File: src/rtl/hfifo_delay_sel.sv
// hfifo_delay_sel: NUM_LANE-tap horizontal delay FIFO, lane k delayed by k*STEP enabled cycles.
// Optional macro HFIFO_ZERO_INVALID_EN forces fifo_out to 0 whenever out_valid is low.
module hfifo_delay_sel #(
    parameter int unsigned P_WIDTH  = 64,
    parameter int unsigned NUM_LANE = 4,
    parameter int unsigned STEP     = 4,
    localparam int unsigned MODE_W  = (NUM_LANE > 2) ? $clog2(NUM_LANE) : 1
) (
    input  logic                        clk,
    input  logic                        rst,
    input  logic [NUM_LANE*P_WIDTH-1:0] data_in,
    input  logic [NUM_LANE-1:0]         in_valid,
    input  logic                        en,
    input  logic [MODE_W-1:0]           mode,
    output logic [P_WIDTH-1:0]          fifo_out,
    output logic                        out_valid,
    output logic                        primed
);

    localparam int unsigned PRIME_MAX = (NUM_LANE - 1) * STEP;
    localparam int unsigned CNT_W     = $clog2(PRIME_MAX + 1);

    logic [NUM_LANE-1:0][P_WIDTH-1:0] lane_data;
    logic [NUM_LANE-1:0]              lane_valid;
    logic [CNT_W-1:0]                 prime_cnt;
    logic [31:0]                      mode_idx;
    logic                             mode_ok;
    logic [P_WIDTH-1:0]               sel_data;
    logic                             sel_valid;

    // Lane 0 has no storage and follows its input even while stalled.
    assign lane_data[0]  = data_in[P_WIDTH-1:0];
    assign lane_valid[0] = in_valid[0];

    for (genvar k = 1; k < NUM_LANE; k++) begin : g_lane
        localparam int unsigned DEPTH = k * STEP;

        logic [P_WIDTH-1:0] data_q  [DEPTH];
        logic               valid_q [DEPTH];

        always_ff @(posedge clk) begin
            if (rst) begin
                for (int i = 0; i < DEPTH; i++) begin
                    data_q[i]  <= '0;
                    valid_q[i] <= 1'b0;
                end
            end else if (en) begin
                data_q[0]  <= data_in[k*P_WIDTH +: P_WIDTH];
                valid_q[0] <= in_valid[k];
                for (int i = 1; i < DEPTH; i++) begin
                    data_q[i]  <= data_q[i-1];
                    valid_q[i] <= valid_q[i-1];
                end
            end
        end

        assign lane_data[k]  = data_q[DEPTH-1];
        assign lane_valid[k] = valid_q[DEPTH-1];
    end

    // Saturates at the deepest lane's depth so primed never drops back after a wrap.
    always_ff @(posedge clk) begin
        if (rst) begin
            prime_cnt <= '0;
        end else if (en && (prime_cnt != CNT_W'(PRIME_MAX))) begin
            prime_cnt <= prime_cnt + CNT_W'(1);
        end
    end

    assign mode_idx = 32'(mode);
    assign mode_ok  = (mode_idx < NUM_LANE);

    always_comb begin
        sel_data  = '0;
        sel_valid = 1'b0;
        for (int k = 0; k < NUM_LANE; k++) begin
            if (mode_idx == 32'(k)) begin
                sel_data  = lane_data[k];
                sel_valid = lane_valid[k];
            end
        end
    end

    assign out_valid = sel_valid;
    assign primed    = mode_ok && (32'(prime_cnt) >= (mode_idx * STEP));

`ifdef HFIFO_ZERO_INVALID_EN
    assign fifo_out = sel_valid ? sel_data : '0;
`else
    assign fifo_out = sel_data;
`endif

endmodule

File: config.mk
export PLATFORM = sky130hd
export DESIGN_NAME = hfifo_delay_sel
export DESIGN_NICKNAME = d
export VERILOG_FILES = /design/src/rtl/hfifo_delay_sel.sv
export SDC_FILE = /design/constraint.sdc
export NUM_CORES = 2
export LEC_CHECK = 0
export BUFFER_PORTS_ARGS = -buffer_cell sky130_fd_sc_hd__buf_2
export CORE_ASPECT_RATIO = 0.8
export CORE_MARGIN = 10
export CORE_UTILIZATION = 45
export CTS_BUF_LIST = sky130_fd_sc_hd__clkbuf_8
export DETAILED_ROUTE_END_ITERATION = 10
export SLEW_MARGIN = 20
export SYNTH_ARGS = -nofsm -noshare
export SYNTH_HDL_FRONTEND = slang
export SYNTH_SLANG_ARGS = --single-unit
File: constraint.sdc
create_clock -name clk -period 26.8 [get_ports clk]
set_input_delay 2.68 -clock clk [delete_from_list [all_inputs] [get_ports clk]]
set_output_delay 2.68 -clock clk [all_outputs]
set_load 0.01 [all_outputs]
* Word-level counts from Yosys, hierarchy flattened
Memory sizes are Yosys's and may differ from the RTL's. Cells that the tools add are included.
Word-level totals: bits in writable memories 1560, memories 6, input port bits 265, flip-flop bits (word level) 4, word-level logic and storage cells 126
Memories:
- g_lane[3].data_q | depth 12, bits a word 64, read ports 12, clocked after Yosys merged registers in 0, wr ports 12, RTL line 38 | logic [P_WIDTH-1:0] data_q [DEPTH];
- g_lane[2].data_q | depth 8, bits a word 64, read ports 8, clocked after Yosys merged registers in 0, wr ports 8, RTL line 38
- g_lane[1].data_q | depth 4, bits a word 64, read ports 4, clocked after Yosys merged registers in 0, wr ports 4, RTL line 38
- g_lane[3].valid_q | depth 12, bits a word 1, read ports 12, clocked after Yosys merged registers in 0, wr ports 12, RTL line 39 | logic valid_q [DEPTH];
- g_lane[2].valid_q | depth 8, bits a word 1, read ports 8, clocked after Yosys merged registers in 0, wr ports 8, RTL line 39
- g_lane[1].valid_q | depth 4, bits a word 1, read ports 4, clocked after Yosys merged registers in 0, wr ports 4, RTL line 39
Cells by class: bitwise operators 48, muxes and demuxes 61, add/sub/neg operators 1, magnitude comparators 2, reduce and logical (&&, ||, !) cells 3, equal/unequal tests 4
Operators with widths (count):
- $mux 64 | 28
- $or 1x1->1 | 48
- $mux 1 | 33
- $logic_not 32->1 | 1
- $add 4x1->4 const B | 1
- $eq 2x2->1 const B | 2
- $ge 4x4->1 | 1
- $ne 4x4->1 const B | 1
- $lt 2x3->1 const B | 1
- $eq 2x1->1 const B | 1
- $logic_and 1x1->1 | 2

* Logic depth before layout (Yosys ltp)
depth in word-level cells 5, gate-level depth with buffers 6, gate-level depth less buffers 5

* Least setup slack after synthesis
OpenSTA, ideal clock, no wires.
kind input -> register, start point in rst, end point mem g_lane[1].data_q[0][0] (enable), path buffers 2, stages on the path 3, arrival time 21562 ps, path slack 3934 ps, cells stage by stage buf_2 clkbuf_1 or2_2
RTL lines:
- start: declaration | RTL line 10 | input logic rst,
- end: declaration | RTL line 38

* Final worst setup path
start point in mode[0], end point out fifo_out[44]
On the way: longest elaborated chain between the ends 5, elaborated cells on any way between the ends 8, those cells by class eq/ne: 3; mux: 4; reduce/logical: 1
RTL lines:
- start: declaration | RTL line 14 | input logic [MODE_W-1:0] mode,
- $logic_not 32->1 | RTL line 77 | if (mode_idx == 32'(k)) begin
- $mux 64 (3 in series) | RTL line 77
- $mux 64 * | RTL line 77
- end: declaration | RTL line 15 | output logic [P_WIDTH-1:0] fifo_out,
Mark *: on every way between the ends. The rest lies on a longest branch, timed or not.

==> metrics.md <==
| Metric | Value |
|---|---|
| HP Start | `g_lane[3].data_q[1][59]$_SDFFCE_PN0P_` |
| Clock Path Buffers | `3` |
| Mapped Cells | `3406` |
| Die Height | `345 um` |
| Main combinational cell family by area after synthesis | `simple AND/OR/NAND/NOR gates` |
| Placement Rows | `119` |
| Worst r2r path cells | `4` |
| PortBufs | `330` |
| Routed Antenna Nets | `0` |
| Depth of the worst hold-timing path | `1` |
| Routed WL | `103000 um` |
| Setup TNS Final | `0 ns` |
| NumNets Final | `4087` |
| Period utilisation layout | `27.6%` |
| Slew Limit Fails | `0` |
| FMAX | `135 MHz` |
| Adder-Cell Fraction of Synth Area | `0.0843%` |
| Via Count | `26200` |
| Initial antenna violation count | `18` |
| First-pass GRT wire length | `157000 um` |
| IO Pins | `331` |
| Yosys reg bits | `1564` |
| Cell count after placement | `5333` |
| Die ar. | `147000 um2` |
| CTS Hold Buffers Added | `0` |
| Post-Layout Cell Count | `5747` |
| Fraction of synthesized area in multiplexers | `2.50%` |
| Worst-Margin Slew | `1.11 ns` |
| Top cells by area, synth | `edfxtp_1 (79%), and2_1 (14%), nor2b_1 (2.7%), mux4_2 (2.5%), buf_2 (0.69%)` |
| Post-DP HPWL | `62700 um` |
| Slew headroom | `26.3%` |
| # resized after CTS | `0` |
| Critical Path AT | `4.71 ns` |
| FF-to-FF End | `prime_cnt[0]$_SDFFE_PP0P_` |
| Vias in the first global route | `26200` |
| Final setup fails | `0` |
| Leak pwr | `26.0 nW` |
| Share of post-route cells with drive strength above 1 | `17.5%` |
| Clock transition at the registers of the reported paths | `0.06 ns` |
| CTS sink count | `1564` |
| Post-Synth XOR/XNOR Area | `0%` |
| Status | `finished, final reports clean` |
| Syn avg cell area | `17.4 um2` |
| Post-synth cell types | `26` |
| Ys Warns | `0` |
| First DRT Iteration DRCs | `2123` |
| Crit Path Max Fanout | `37` |
| Area leader, netlist | `edfxtp_1` |
| Min-Delay Path Class | `flop to flop` |
| CP required | `24.12 ns` |
| Final Hold Violating Endpoints | `0` |
| TritonCTS buffer count | `235` |
| Post-synthesis sequential area ratio | `79.0%` |
| First-pass DRT Iterations | `6` |
| GRT Overall Usage | `13.8%` |
| PnR worst setup slack | `19.41 ns` |
| Grt total ovfl | `0` |
| Min Tclk post-route | `7.39 ns` |
| Area grow syn2layout | `12.0%` |
| FF-to-FF Start | `prime_cnt[0]$_SDFFE_PP0P_` |
| DP Worst Slack | `18.86 ns` |
| Core area | `131000 um2` |
| Cell Area, Synth | `59400 um2` |
| Pin count of the biggest net entering global routing | `199` |
| WS Path Type | `input pin to output port` |
| CP Capture Type | `output port` |
| Clk_skew | `0.0439 ns` |
| Residual DRC | `0` |
| Vias per inst | `4.55` |
| Root Buffer | `clkbuf_8` |
| Simple-Gate Fraction of Synth Area | `16.5%` |
| Share of the synthesized area in the top cell type | `78.9%` |
| Pwr dens | `72.3 nW/um2` |
| H-tree depth | `4` |
| RSZ-0062 raised after global routing | `false` |
| WL/cell | `17.9 um` |
| WHS Endpoint | `g_lane[3].data_q[1][123]$_SDFFCE_PN0P_` |
| CP Launch Type | `input pin` |
| Die Width | `426 um` |
| Net count after synthesis | `3675` |
| Initial Utilization | `45.2%` |
| GPL Wtd Cong | `0.755` |
| Synth Area in Compound Gates | `0.0527%` |
| Total of max-cap violations | `0` |
| Setup repair bufs after CTS | `0` |
| Worst vdd ir | `0.0486 mV` |
| Skew-Pair Late Insertion Delay | `0.92 ns` |
| CTS tree | `built` |
| Reg-to-reg setup timing slack | `25.35 ns` |
## routing by layer
layer  GRT usage, %  vias to the layer above  part of all wire [%]
met3           3.48                      197                   4.8
met4           5.00                        4                   2.6
met2           21.5                      479                    47
met5              0                        -                 0.026
met1           18.9                    12600                    45
li1               -                    12800                     -
## cell type report
cell class | count | area (um2)
Timing Repair Buffer | 363 | 1970
Fill cell | 10900 | 64800
Clock buffer | 237 | 3260
Antenna cell | 1 | 2.50
Clock inverter | 174 | 778
Sequential cell | 1564 | 46900
Multi-Input combinational cell | 1648 | 11400
Inverter | 6 | 22.5
Tap cell | 1754 | 2190
## cells by family (layout without fill, tap and decap cells)
| kind of cell | after synthesis | after routing |
|---|---|---|
| compound gates | 5 | 5 |
| buf+inv | 194 | 780 |
| mux | 67 | 67 |
| flops | 1564 | 1564 |
| other cells | 0 | 1 |
| simple gates | 1572 | 1572 |
| fa+ha+maj | 4 | 4 |
## worst max-delay path by stage
stage	depth (start not counted)	start	slack, ns	to
2_1_floorplan	3	rst	3.93	g_lane[1].data_q[0][0]$_SDFFCE_PN0P_
3_3_place_gp	7	rst	18.96	g_lane[2].valid_q[0][0]$_SDFFCE_PN0P_
3_5_place_dp	7	rst	18.86	g_lane[3].data_q[0][62]$_SDFFCE_PN0P_
4_1_cts	4	mode[0]	19.31	fifo_out[40]
5_1_grt	4	mode[0]	19.20	fifo_out[39]
6_report	4	mode[0]	19.41	fifo_out[44]
## per-stage QoR
| stage | instance area [um2] | hold WS, ns | power, mW | utilization, % |
|---|---|---|---|---|
| floorplan | 59400 | 0.478 | 3.16 | - |
| global placement | 62500 | 0.498 | 3.17 | 47.6 |
| detailed placement | 62500 | 0.501 | 3.17 | 47.6 |
| CTS | 66500 | 0.467 | 4.90 | 50.6 |
| global route | 66600 | 0.493 | 5.03 | 50.7 |
| finish | 66600 | 0.482 | 4.81 | 50.7 |
## worst max-delay path, stage by stage
cell and delay (ns):
buf_4 0.62, buf_4 0.61, mux4_2 0.57, buf_2 0.15
## state kept, by name, summed over array words and instances, names as in the netlist
| register | flops |
|---|---|
| prime_cnt | 4 |
| g_lane.valid_q | 24 |
| g_lane.data_q | 1536 |
## cells in the mapped netlist (all sizes together)
cell type	instances
nand2b	2
nand4	1
dfxtp	4
nand3	1
a21oi	2
inv	6
nor2b	260
a21o	1
or2	1
clkbuf	60
mux4	65
nor2	3
a211oi	1
nand2	2
nor3	2
ha	4
a31oi	1
mux2i	1
buf	128
and2	1300
mux2	1
edfxtp	1560
## power breakdown
part           internal [mW]  switching (mW)
sequential              2.87          0.0422
clock                  0.819           0.881
combinational         0.0814           0.124
total                   3.77            1.05
## cell usage in the layout (no fill, tap or decap), types with 4 or more instances in the layout
cell         n
inv_1       86
dfxtp_1      4
nor2b_1    260
edfxtp_1  1560
buf_2      327
ha_1         4
clkinv_2    17
buf_12       4
clkbuf_8   238
and2_1    1300
buf_4       29
mux4_2      65
inv_6        4
clkinv_1    64
Power figures use the tool's default switching activity.
